==> src/rtl/rf_pkg.sv <==
// Shared definitions for the register-file scheduler.
//   REG_COUNT / REG_ADDR_W / DATA_W : geometry of the 8x8 register file
//   STARVE_W                        : width of the store-data starvation counter
//   sched_state_t                   : scheduler FSM states
package rf_pkg;
  localparam int REG_COUNT  = 8;
  localparam int REG_ADDR_W = $clog2(REG_COUNT);
  localparam int DATA_W     = 8;
  localparam int STARVE_W   = 3;

  typedef logic [REG_ADDR_W-1:0] reg_addr_t;
  typedef logic [DATA_W-1:0]     data_t;

  typedef enum logic [1:0] {
    ST_IDLE = 2'd0,
    ST_READ = 2'd1,
    ST_WAIT = 2'd2,
    ST_HOLD = 2'd3
  } sched_state_t;
endpackage

==> src/rtl/regfile_scheduler_if.sv <==
// Bundle of every bus the scheduler touches: issue request, operand
// delivery, ALU and load writeback, and the register-file port.
//   slave  : the scheduler's view
//   master : the view of issue, execute/LSU and the register file
//
// Handshakes (op_*, opd_*, alu_wb_*, mem_wb_*): a transfer happens on a
// rising edge where valid and ready are both high. A source holds valid and
// its payload stable until that transfer; ready may depend on valid.
interface regfile_scheduler_if;
  import rf_pkg::*;

  logic         op_valid;
  logic         op_ready;
  reg_addr_t    op_src1;
  reg_addr_t    op_src2;
  reg_addr_t    op_srcd;
  logic         op_use_srcd;

  logic         opd_valid;
  logic         opd_ready;
  data_t        opd_a;
  data_t        opd_b;
  data_t        opd_d;

  logic         alu_wb_valid;
  logic         alu_wb_ready;
  reg_addr_t    alu_wb_addr;
  data_t        alu_wb_data;

  logic         mem_wb_valid;
  logic         mem_wb_ready;
  reg_addr_t    mem_wb_addr;
  data_t        mem_wb_data;

  logic         rf_enable;
  reg_addr_t    rf_address1;
  reg_addr_t    rf_address2;
  reg_addr_t    rf_addressData;
  data_t        rf_dataIn;
  data_t        rf_data1;
  data_t        rf_data2;
  data_t        rf_dataMemory;

  sched_state_t dbg_state;

  modport slave (
    input  op_valid, op_src1, op_src2, op_srcd, op_use_srcd,
    output op_ready,
    output opd_valid, opd_a, opd_b, opd_d,
    input  opd_ready,
    input  alu_wb_valid, alu_wb_addr, alu_wb_data,
    output alu_wb_ready,
    input  mem_wb_valid, mem_wb_addr, mem_wb_data,
    output mem_wb_ready,
    output rf_enable, rf_address1, rf_address2, rf_addressData, rf_dataIn,
    input  rf_data1, rf_data2, rf_dataMemory,
    output dbg_state
  );

  modport master (
    output op_valid, op_src1, op_src2, op_srcd, op_use_srcd,
    input  op_ready,
    input  opd_valid, opd_a, opd_b, opd_d,
    output opd_ready,
    output alu_wb_valid, alu_wb_addr, alu_wb_data,
    input  alu_wb_ready,
    output mem_wb_valid, mem_wb_addr, mem_wb_data,
    input  mem_wb_ready,
    input  rf_enable, rf_address1, rf_address2, rf_addressData, rf_dataIn,
    output rf_data1, rf_data2, rf_dataMemory,
    input  dbg_state
  );
endinterface

==> src/rtl/rr_arbiter2.sv <==
// Two-requester round-robin arbiter with a combinational grant.
//   clk, rst : clock, asynchronous active-low reset
//   req[1:0] : request lines (0 = ALU, 1 = load unit)
//   gnt[1:0] : one-hot grant, a lone requester is always granted
// The pointer remembers who won last; on a tie the other requester wins.
// After reset requester 1 counts as the last winner, so requester 0 wins
// the first tie.
module rr_arbiter2 (
  input  logic       clk,
  input  logic       rst,
  input  logic [1:0] req,
  output logic [1:0] gnt
);
  logic last_hi_q;

  always_comb begin
    gnt = req;
    if (req == 2'b11) gnt = last_hi_q ? 2'b01 : 2'b10;
  end

  always_ff @(posedge clk or negedge rst) begin
    if (!rst)        last_hi_q <= 1'b1;
    else if (|gnt)   last_hi_q <= gnt[1];
  end
endmodule

==> src/rtl/regfile_scheduler.sv <==
// Register-file scheduler: reads issue operands through the file's
// registered read ports and arbitrates ALU / load writeback onto the single
// write port, which shares its address with the store-data read port.
//   clk, rst : clock, asynchronous active-low reset
//   bus      : issue, operand, writeback and register-file signals
//   STARVE_LIMIT : write grants tolerated while a store-data read waits
module regfile_scheduler
  import rf_pkg::*;
#(
  parameter int STARVE_LIMIT = 4
) (
  input  logic                clk,
  input  logic                rst,
  regfile_scheduler_if.slave  bus
);
  localparam logic [STARVE_W-1:0] LIMIT = STARVE_W'(STARVE_LIMIT);

  sched_state_t        state, state_nxt;
  reg_addr_t           src1_q, src2_q, srcd_q, last_d_q;
  logic                use_srcd_q;
  logic                byp1_q, byp2_q;
  data_t               byp_data_q;
  data_t               opd_a_q, opd_b_q, opd_d_q;
  logic [STARVE_W-1:0] starve_q;

  logic       need_srcd, block_wr, any_wb, read_slot, sample;
  logic [1:0] req, gnt;
  reg_addr_t  addr_data;
  data_t      data_in;

  // addressData slot ownership: a waiting store-data read yields to writes
  // until the counter reaches the limit, then takes the slot for one cycle.
  assign need_srcd = (state == ST_READ) && use_srcd_q;
  assign block_wr  = need_srcd && (starve_q == LIMIT);
  assign any_wb    = bus.alu_wb_valid || bus.mem_wb_valid;
  assign req       = {bus.mem_wb_valid, bus.alu_wb_valid} & {2{rst && !block_wr}};
  assign read_slot = need_srcd && (block_wr || !any_wb);
  // All sources are sampled together, so READ only ends in a cycle where
  // the store-data read (if any) owns the slot.
  assign sample    = (state == ST_READ) && (!use_srcd_q || read_slot);

  rr_arbiter2 u_arb (
    .clk (clk),
    .rst (rst),
    .req (req),
    .gnt (gnt)
  );

  always_comb begin
    addr_data = last_d_q;
    data_in   = '0;
    if (gnt[0]) begin
      addr_data = bus.alu_wb_addr;
      data_in   = bus.alu_wb_data;
    end else if (gnt[1]) begin
      addr_data = bus.mem_wb_addr;
      data_in   = bus.mem_wb_data;
    end else if (need_srcd) begin
      addr_data = srcd_q;
    end
  end

  assign bus.rf_enable      = |gnt;
  assign bus.alu_wb_ready   = gnt[0];
  assign bus.mem_wb_ready   = gnt[1];
  assign bus.rf_addressData = addr_data;
  assign bus.rf_dataIn      = data_in;
  // The source registers only change on acceptance, so the read addresses
  // naturally hold their last value outside READ.
  assign bus.rf_address1    = src1_q;
  assign bus.rf_address2    = src2_q;
  assign bus.op_ready       = (state == ST_IDLE) && rst;
  assign bus.opd_valid      = (state == ST_HOLD);
  assign bus.opd_a          = opd_a_q;
  assign bus.opd_b          = opd_b_q;
  assign bus.opd_d          = opd_d_q;
  assign bus.dbg_state      = state;

  always_comb begin
    state_nxt = state;
    case (state)
      ST_IDLE: if (bus.op_valid && bus.op_ready) state_nxt = ST_READ;
      ST_READ: if (sample)                       state_nxt = ST_WAIT;
      ST_WAIT:                                   state_nxt = ST_HOLD;
      ST_HOLD: if (bus.opd_ready)                state_nxt = ST_IDLE;
      default:                                   state_nxt = ST_IDLE;
    endcase
  end

  always_ff @(posedge clk or negedge rst) begin
    if (!rst) state <= ST_IDLE;
    else      state <= state_nxt;
  end

  always_ff @(posedge clk or negedge rst) begin
    if (!rst) begin
      src1_q     <= '0;
      src2_q     <= '0;
      srcd_q     <= '0;
      use_srcd_q <= 1'b0;
      last_d_q   <= '0;
      byp1_q     <= 1'b0;
      byp2_q     <= 1'b0;
      byp_data_q <= '0;
      opd_a_q    <= '0;
      opd_b_q    <= '0;
      opd_d_q    <= '0;
      starve_q   <= '0;
    end else begin
      last_d_q <= addr_data;
      if (state == ST_IDLE && bus.op_valid) begin
        src1_q     <= bus.op_src1;
        src2_q     <= bus.op_src2;
        srcd_q     <= bus.op_srcd;
        use_srcd_q <= bus.op_use_srcd;
      end
      // The file returns the pre-write value for a same-cycle write, so the
      // written value is captured here and substituted in WAIT.
      if (sample) begin
        byp1_q     <= bus.rf_enable && (addr_data == src1_q);
        byp2_q     <= bus.rf_enable && (addr_data == src2_q);
        byp_data_q <= data_in;
      end
      if (state == ST_WAIT) begin
        opd_a_q <= byp1_q ? byp_data_q : bus.rf_data1;
        opd_b_q <= byp2_q ? byp_data_q : bus.rf_data2;
        opd_d_q <= use_srcd_q ? bus.rf_dataMemory : '0;
      end
      if (read_slot)
        starve_q <= '0;
      else if (need_srcd && bus.rf_enable && starve_q != '1)
        starve_q <= starve_q + 1'b1;
    end
  end
endmodule

==> src/flat_wrapper.sv <==
// flat-port wrapper written by rule: the top's interface ports become plain ports
module regfile_scheduler_flat import rf_pkg::*;
#(
  parameter int STARVE_LIMIT = 4
)
  (clk, rst, bus_op_valid, bus_op_src1, bus_op_src2, bus_op_srcd, bus_op_use_srcd, bus_op_ready, bus_opd_valid, bus_opd_a, bus_opd_b, bus_opd_d, bus_opd_ready, bus_alu_wb_valid, bus_alu_wb_addr, bus_alu_wb_data, bus_alu_wb_ready, bus_mem_wb_valid, bus_mem_wb_addr, bus_mem_wb_data, bus_mem_wb_ready, bus_rf_enable, bus_rf_address1, bus_rf_address2, bus_rf_addressData, bus_rf_dataIn, bus_rf_data1, bus_rf_data2, bus_rf_dataMemory, bus_dbg_state);
  regfile_scheduler_if bus_i ();
  input  logic clk;
  input  logic rst;
  input wire logic [$bits(bus_i.op_valid)-1:0] bus_op_valid;
  input wire logic [$bits(bus_i.op_src1)-1:0] bus_op_src1;
  input wire logic [$bits(bus_i.op_src2)-1:0] bus_op_src2;
  input wire logic [$bits(bus_i.op_srcd)-1:0] bus_op_srcd;
  input wire logic [$bits(bus_i.op_use_srcd)-1:0] bus_op_use_srcd;
  output wire logic [$bits(bus_i.op_ready)-1:0] bus_op_ready;
  output wire logic [$bits(bus_i.opd_valid)-1:0] bus_opd_valid;
  output wire logic [$bits(bus_i.opd_a)-1:0] bus_opd_a;
  output wire logic [$bits(bus_i.opd_b)-1:0] bus_opd_b;
  output wire logic [$bits(bus_i.opd_d)-1:0] bus_opd_d;
  input wire logic [$bits(bus_i.opd_ready)-1:0] bus_opd_ready;
  input wire logic [$bits(bus_i.alu_wb_valid)-1:0] bus_alu_wb_valid;
  input wire logic [$bits(bus_i.alu_wb_addr)-1:0] bus_alu_wb_addr;
  input wire logic [$bits(bus_i.alu_wb_data)-1:0] bus_alu_wb_data;
  output wire logic [$bits(bus_i.alu_wb_ready)-1:0] bus_alu_wb_ready;
  input wire logic [$bits(bus_i.mem_wb_valid)-1:0] bus_mem_wb_valid;
  input wire logic [$bits(bus_i.mem_wb_addr)-1:0] bus_mem_wb_addr;
  input wire logic [$bits(bus_i.mem_wb_data)-1:0] bus_mem_wb_data;
  output wire logic [$bits(bus_i.mem_wb_ready)-1:0] bus_mem_wb_ready;
  output wire logic [$bits(bus_i.rf_enable)-1:0] bus_rf_enable;
  output wire logic [$bits(bus_i.rf_address1)-1:0] bus_rf_address1;
  output wire logic [$bits(bus_i.rf_address2)-1:0] bus_rf_address2;
  output wire logic [$bits(bus_i.rf_addressData)-1:0] bus_rf_addressData;
  output wire logic [$bits(bus_i.rf_dataIn)-1:0] bus_rf_dataIn;
  input wire logic [$bits(bus_i.rf_data1)-1:0] bus_rf_data1;
  input wire logic [$bits(bus_i.rf_data2)-1:0] bus_rf_data2;
  input wire logic [$bits(bus_i.rf_dataMemory)-1:0] bus_rf_dataMemory;
  output wire logic [$bits(bus_i.dbg_state)-1:0] bus_dbg_state;
  assign bus_i.op_valid = bus_op_valid;
  assign bus_i.op_src1 = bus_op_src1;
  assign bus_i.op_src2 = bus_op_src2;
  assign bus_i.op_srcd = bus_op_srcd;
  assign bus_i.op_use_srcd = bus_op_use_srcd;
  assign bus_op_ready = bus_i.op_ready;
  assign bus_opd_valid = bus_i.opd_valid;
  assign bus_opd_a = bus_i.opd_a;
  assign bus_opd_b = bus_i.opd_b;
  assign bus_opd_d = bus_i.opd_d;
  assign bus_i.opd_ready = bus_opd_ready;
  assign bus_i.alu_wb_valid = bus_alu_wb_valid;
  assign bus_i.alu_wb_addr = bus_alu_wb_addr;
  assign bus_i.alu_wb_data = bus_alu_wb_data;
  assign bus_alu_wb_ready = bus_i.alu_wb_ready;
  assign bus_i.mem_wb_valid = bus_mem_wb_valid;
  assign bus_i.mem_wb_addr = bus_mem_wb_addr;
  assign bus_i.mem_wb_data = bus_mem_wb_data;
  assign bus_mem_wb_ready = bus_i.mem_wb_ready;
  assign bus_rf_enable = bus_i.rf_enable;
  assign bus_rf_address1 = bus_i.rf_address1;
  assign bus_rf_address2 = bus_i.rf_address2;
  assign bus_rf_addressData = bus_i.rf_addressData;
  assign bus_rf_dataIn = bus_i.rf_dataIn;
  assign bus_i.rf_data1 = bus_rf_data1;
  assign bus_i.rf_data2 = bus_rf_data2;
  assign bus_i.rf_dataMemory = bus_rf_dataMemory;
  assign bus_dbg_state = bus_i.dbg_state;
  regfile_scheduler #(.STARVE_LIMIT(STARVE_LIMIT)) u_core (.clk(clk), .rst(rst), .bus(bus_i));
endmodule
==> config.mk <==
export PLATFORM = sky130hd
export DESIGN_NAME = regfile_scheduler_flat
export DESIGN_NICKNAME = d
export VERILOG_FILES = /design/src/rtl/rf_pkg.sv /design/src/rtl/regfile_scheduler_if.sv /design/src/rtl/rr_arbiter2.sv /design/src/rtl/regfile_scheduler.sv /design/src/flat_wrapper.sv
export SDC_FILE = /design/constraint.sdc
export NUM_CORES = 1
export LEC_CHECK = 0
export ABC_AREA = 1
export CAP_MARGIN = 20
export CORE_MARGIN = 2
export CORE_UTILIZATION = 43
export DETAILED_ROUTE_END_ITERATION = 8
export PLACE_DENSITY = 0.8
export SYNTH_ARGS = -nofsm -noshare
export SYNTH_HDL_FRONTEND = slang
export SYNTH_SLANG_ARGS = --single-unit
==> constraint.sdc <==
create_clock -name clk -period 2.31 [get_ports clk]
set_input_delay 0.462 -clock clk [delete_from_list [all_inputs] [get_ports clk]]
set_output_delay 0.462 -clock clk [all_outputs]
set_load 0.1 [all_outputs]
======== Word level (Yosys, flattened, before mapping) ========
Cells that the tools add are included.
word-level totals
  flip-flop bits (word level) ............. 53
  output and inout bits ................... 48
operators by class
  multiplexer cells ....................... 16
  eq/ne operators ......................... 11
  bitwise logic cells ..................... 1
  reductions and logical operators ........ 22
  $add $sub $neg .......................... 1
operators with widths
  kind                 count
  $mux 8               5
  $mux 3               5
  $logic_and 1x1->1    12
  $mux 2               5
  $pmux 2 s4           1
  $eq 2x2->1 const B   3
  $eq 3x3->1           2
  $ne 2x1->1 const B   2
  $add 3x1->3 const B  1
  $eq 3x3->1 const B   1
  $logic_not 1->1      3
  $logic_or 1x1->1     3
  $ne 3x3->1 const B   1
  $reduce_and 3->1     1
  $and 2x2->2          1
  $eq 2x1->1 const B   1
  $logic_not 2->1      1
  $ne 2x2->1 const B   1
  $reduce_bool 2->1    1
  $reduce_or 2->1      1

======== Depth between registers and ports, before layout ========
  depth after elaboration ................. 13
  depth in mapped cells ................... 14

======== Modules after synthesis ========
Synthesis repeated with hierarchy kept, for this count alone.
second synthesis, totals
  cell total of the unflattened synthesis .. 338
  area, all modules ....................... 2682.6 um2
modules (own cells, without submodules)
  module             sequential area each (um2)  area each (um2)  times used  cells an instance
  regfile_scheduler  1301.2                      2617.5           1           327
  rr_arbiter2        26.3                        65.1             1           11

======== Worst setup path after synthesis ========
Ideal clock, no wire load.
  path type ............................... reg2out
  from .................................... register u_core.state[1], in the netlist u_core.bus.dbg_state[1]
  to ...................................... output port bus_rf_dataIn[0]
  stages on the path, launching flop included .. 9
  path buffers ............................ 0
  required time ........................... 1.848 ns
  path slack .............................. -1.190 ns
  data arrival time ....................... 3.038 ns
  path through ............................ dfrtp_1 > inv_1 > ha_1 > nand2_8 > inv_1 > nand2_1 > nand3_2 > inv_2 > a22o_1
between the ends
  cells in the longest elaborated chain, start to end .. 10
ends and longest elaborated chain
  what                      line                     text
  start: declaration        regfile_scheduler.sv:18  sched_state_t state, state_nxt;
  start signal: assignment  regfile_scheduler.sv:92  else state <= state_nxt;
  $eq 2x1->1 (*)            regfile_scheduler.sv:33  assign need_srcd = (state == ST_READ) && use_srcd_q;
  $logic_and 1x1->1 (*)     regfile_scheduler.sv:33
  $logic_and 1x1->1 (*)     regfile_scheduler.sv:34  assign block_wr = need_srcd && (starve_q == LIMIT);
  $logic_not 1->1 (*)       regfile_scheduler.sv:36  assign req = {bus.mem_wb_valid, bus.alu_wb_valid} & {2{rst && !block_wr}};
  $logic_and 1x1->1 (*)     regfile_scheduler.sv:36
  $and 2x2->2 (*)           regfile_scheduler.sv:36
  $eq 2x2->1                rr_arbiter2.sv:18        if (req == 2'b11) gnt = last_hi_q ? 2'b01 : 2'b10;
  $mux 2 (*)                rr_arbiter2.sv:18
  net bus_mem_wb_ready      flat_wrapper.sv:28       output wire logic [$bits(bus_i.mem_wb_ready)-1:0] bus_mem_wb_ready;
  $mux 8 (*)                regfile_scheduler.sv:55  end else if (gnt[1]) begin
  $mux 8 (*)                regfile_scheduler.sv:52  if (gnt[0]) begin
  end: declaration          flat_wrapper.sv:33       output wire logic [$bits(bus_i.rf_dataIn)-1:0] bus_rf_dataIn;
The timed path passes the listed nets; every way through them passes the cells marked *.

======== Final worst setup path ========
  from .................................... register u_core.state[1], in the netlist u_core.bus.dbg_state[1]
  to ...................................... output port bus_rf_dataIn[6]
between the ends
  cells in the longest elaborated chain, start to end .. 10
ends and longest elaborated chain
  what                   line
  $eq 2x1->1 (*)         regfile_scheduler.sv:33
  $logic_and 1x1->1 (*)  regfile_scheduler.sv:33
  $logic_and 1x1->1 (*)  regfile_scheduler.sv:34
  $logic_not 1->1 (*)    regfile_scheduler.sv:36
  $logic_and 1x1->1 (*)  regfile_scheduler.sv:36
  $and 2x2->2 (*)        regfile_scheduler.sv:36
  $eq 2x2->1             rr_arbiter2.sv:18
  $mux 2 (*)             rr_arbiter2.sv:18
  $mux 8                 regfile_scheduler.sv:55
  $mux 8 (*)             regfile_scheduler.sv:52
Every way passes the cells marked *; elsewhere a longest branch is shown, timed or not.

==> impl_metrics.ini <==
[run_status]
outcome = finished with violations
violations = setup timing

[finish]
final_cell_mix = 60 x clkdlybuf4s50_1, 57 x buf_4, 56 x inv_1
final_nets = 534
n_antenna_cell = 0
layout-drive-gt1-share_pct = 27.04
area_delta_synth_final_pct = 63.06
layout_commonest_cell = clkdlybuf4s50_1

[timing]
setup_ws_ns = -0.1194
setup_tns_ns = -1.102
rsz0062_at_grt = yes
finalHoldViolations = 0
skew_ns = 0.009512
maxSlewViolCount = 0
fin_crit_ns = 2.429
max_freq_ghz = 0.4116
max_slew.worst_pin.slew_ns = 0.6524
setup_viol = 11
timing.final.crit_share_pct = 105.2
max_slew_margin_pct = 56.50

[drt]
dr_total_vias = 2757
ant_nets = 0
post_drt_wl_per_cell_um = 14.67
drtIter0Drc = 114
wirelength_um = 7966
drc_errors = 0
drtPass1Iterations = 4
vias_per_cell = 5.077

[global_route]
globalRouteOverflowTotal = 0
grt_pass1_vias = 2768
grt_pass1_wl_um = 13030
antenna_found_initial = 0
grtUsageTotal_pct = 22.70
grt_max_degree = 53

[clocking]
clock-sinks = 53
cts-root-buf = clkbuf_8
cts_hold_buf = 0
insertion_delay_ns = 0.31
htreeDepth = 2
cts_tree = yes
cts_made_buffers = 5
clk_pin_slew_ns = 0.10
clk_path_buf_depth = 2

[floorplanning]
ios = 110
die_w_um = 83.88
rows = 29
core_area_um2 = 6277
start_util_pct = 43.71
die_y_um = 83.88
fp.dieArea_um2 = 7036

[worst_setup_path]
cp_max_fo = 10
worstReg2RegEnd = u_core.byp_data_q[1]$_DFFE_PN0P_
worstPathRequired_ns = 1.85
end_kind = output pin
startpoint_type = flop
r2r_cells = 13
r2r_start = u_core.bus.dbg_state[1]$_DFFE_PN0P_
crit_arrival_ns = 1.97
rrSetupSlack_ns = 0.34
worstSetupPathType = reg2out

[yosys]
synth-simple-area-share_pct = 19.97
yosysSeqAreaShare_pct = 48.38
synthCells = 334
synth_xor_area_share_pct = 0
synth_top_family_by_area = simple AND/OR/NAND/NOR gates
syn_avg_cell_area_um2 = 8.215
ys_warn_count = 0
ys_ff_latch = 53
synthMuxAreaShare_pct = 0.8208
synth_top_area_cell = dfrtp_1
synth_compound_area_share_pct = 16.96
synthTopCellsByArea = dfrtp_1 47%, nand2_1 8.9%, inv_1 8.1%
yosys.area_share.adder_pct = 3.192
synthDistinctLibCells = 23
synth_top_cell_area_share_pct = 47.42
synth_area_um2 = 2744
synthesis.nets = 403

[placement]
numPortBuffers = 109
finalWeightedCongestion = 0.8687
hpwl_um = 5851

[worst_hold_path]
hp-class = in2async

[job]
timing.max_cap.violations = 0
==> worst max path at each step <==
| stage | end | start | slack [ns] |
|---|---|---|---|
| after floorplan | bus_rf_dataIn[0] | u_core.bus.dbg_state[1]$_DFFE_PN0P_ | -0.004 |
| after global placement | bus_rf_addressData[0] | bus_mem_wb_valid | -0.04 |
| after detailed placement | bus_rf_addressData[0] | bus_mem_wb_valid | -0.06 |
| after CTS | bus_rf_dataIn[6] | u_core.bus.dbg_state[1]$_DFFE_PN0P_ | -0.11 |
| after global routing | bus_rf_dataIn[0] | u_core.bus.dbg_state[1]$_DFFE_PN0P_ | -0.19 |
| final | bus_rf_dataIn[6] | u_core.bus.dbg_state[1]$_DFFE_PN0P_ | -0.12 |
==> critical path, cell delays in order (launching register included) <==
cell	delay, ns
dfrtp_4	0.50
inv_4	0.07
ha_4	0.16
nand2_8	0.07
nor2_4	0.11
nor2_4	0.06
nand2_4	0.08
inv_4	0.06
buf_12	0.14
a22o_4	0.23
buf_12	0.16
==> metal layers <==
metal  up-vias  GRT usage (%)  routed length [um]
met5         -              0                   0
met1      1300          30.32                3387
li1       1341              -                   -
met2       102          39.13                4076
met3        14          3.561                 416
met4         0          4.839                  85
==> through the flow <==
| stage | instance area, um^2 | worst slack (ns) | std cells | hold WS [ns] | utilization [%] |
|---|---|---|---|---|---|
| 2_1_floorplan | 2878 | -0.004013 | 334 | 0.1664 | - |
| 3_3_place_gp | 4200 | -0.04387 | 523 | 0.4852 | 66.91 |
| 3_5_place_dp | 4200 | -0.06380 | 523 | 0.4849 | 66.91 |
| 4_1_cts | 4370 | -0.1095 | 539 | 0.1430 | 69.62 |
| 5_1_grt | 4474 | -0.1914 | 543 | 0.1525 | 71.28 |
| 6_report | 4474 | -0.1194 | 543 | 0.1773 | 71.28 |
==> cells by family after synthesis <==
family | after synthesis
adder cells (fa/ha/maj) | 7
flip-flops | 53
buffers and inverters | 74
AO/OA/AOI/OAI | 78
AND/OR/NAND/NOR | 120
multiplexers | 2
==> synthesized netlist by cell type <==
| library cell | count |
|---|---|
| a21oi_1 | 10 |
| a21oi_2 | 1 |
| a22o_1 | 8 |
| buf_6 | 2 |
| clkbuf_1 | 11 |
| dfrtp_1 | 52 |
| dfstp_2 | 1 |
| ha_1 | 7 |
| inv_1 | 59 |
| inv_2 | 2 |
| mux2_2 | 2 |
| nand2_1 | 65 |
| nand2_4 | 2 |
| nand2_8 | 1 |
| nand3_1 | 30 |
| nand3_2 | 1 |
| nor2_1 | 16 |
| nor2_4 | 2 |
| o211ai_1 | 16 |
| o21ai_0 | 33 |
| o21ai_1 | 9 |
| o22ai_1 | 1 |
| or2_1 | 3 |
==> timing repair <==
| item | in CTS | in global routing |
|---|---|---|
| setup buffers | 8 | 4 |
| setup endpoints to repair | 14 | 14 |
| pin swaps | 4 | 3 |
| resized for setup | 5 | 19 |
| gates cloned | 0 | 0 |
==> flip-flops by register name (all words and copies together), names as in the netlist <==
register                cells
u_core.bus.opd_a            8
u_core.bus.opd_b            8
u_core.bus.opd_d            8
u_core.byp_data_q           8
u_core.bus.rf_address1      3
u_core.bus.rf_address2      3
u_core.last_d_q             3
u_core.srcd_q               3
u_core.starve_q             3
u_core.bus.dbg_state        2
u_core.byp1_q               1
u_core.byp2_q               1
u_core.u_arb.last_hi_q      1
u_core.use_srcd_q           1
==> cell type report <==
type | instances | area (um^2)
Multi-Input combinational cell | 207 | 1306
Fill cell | 462 | 1803
Timing Repair Buffer | 137 | 1396
Inverter | 61 | 245.2
Sequential cell | 53 | 1335
Tap cell | 77 | 96.34
Clock buffer | 5 | 68.82
Clock inverter | 3 | 26.28
Power is not shown: default switching activity piles up to over one toggle a cycle in this logic, so the estimate is an artifact.
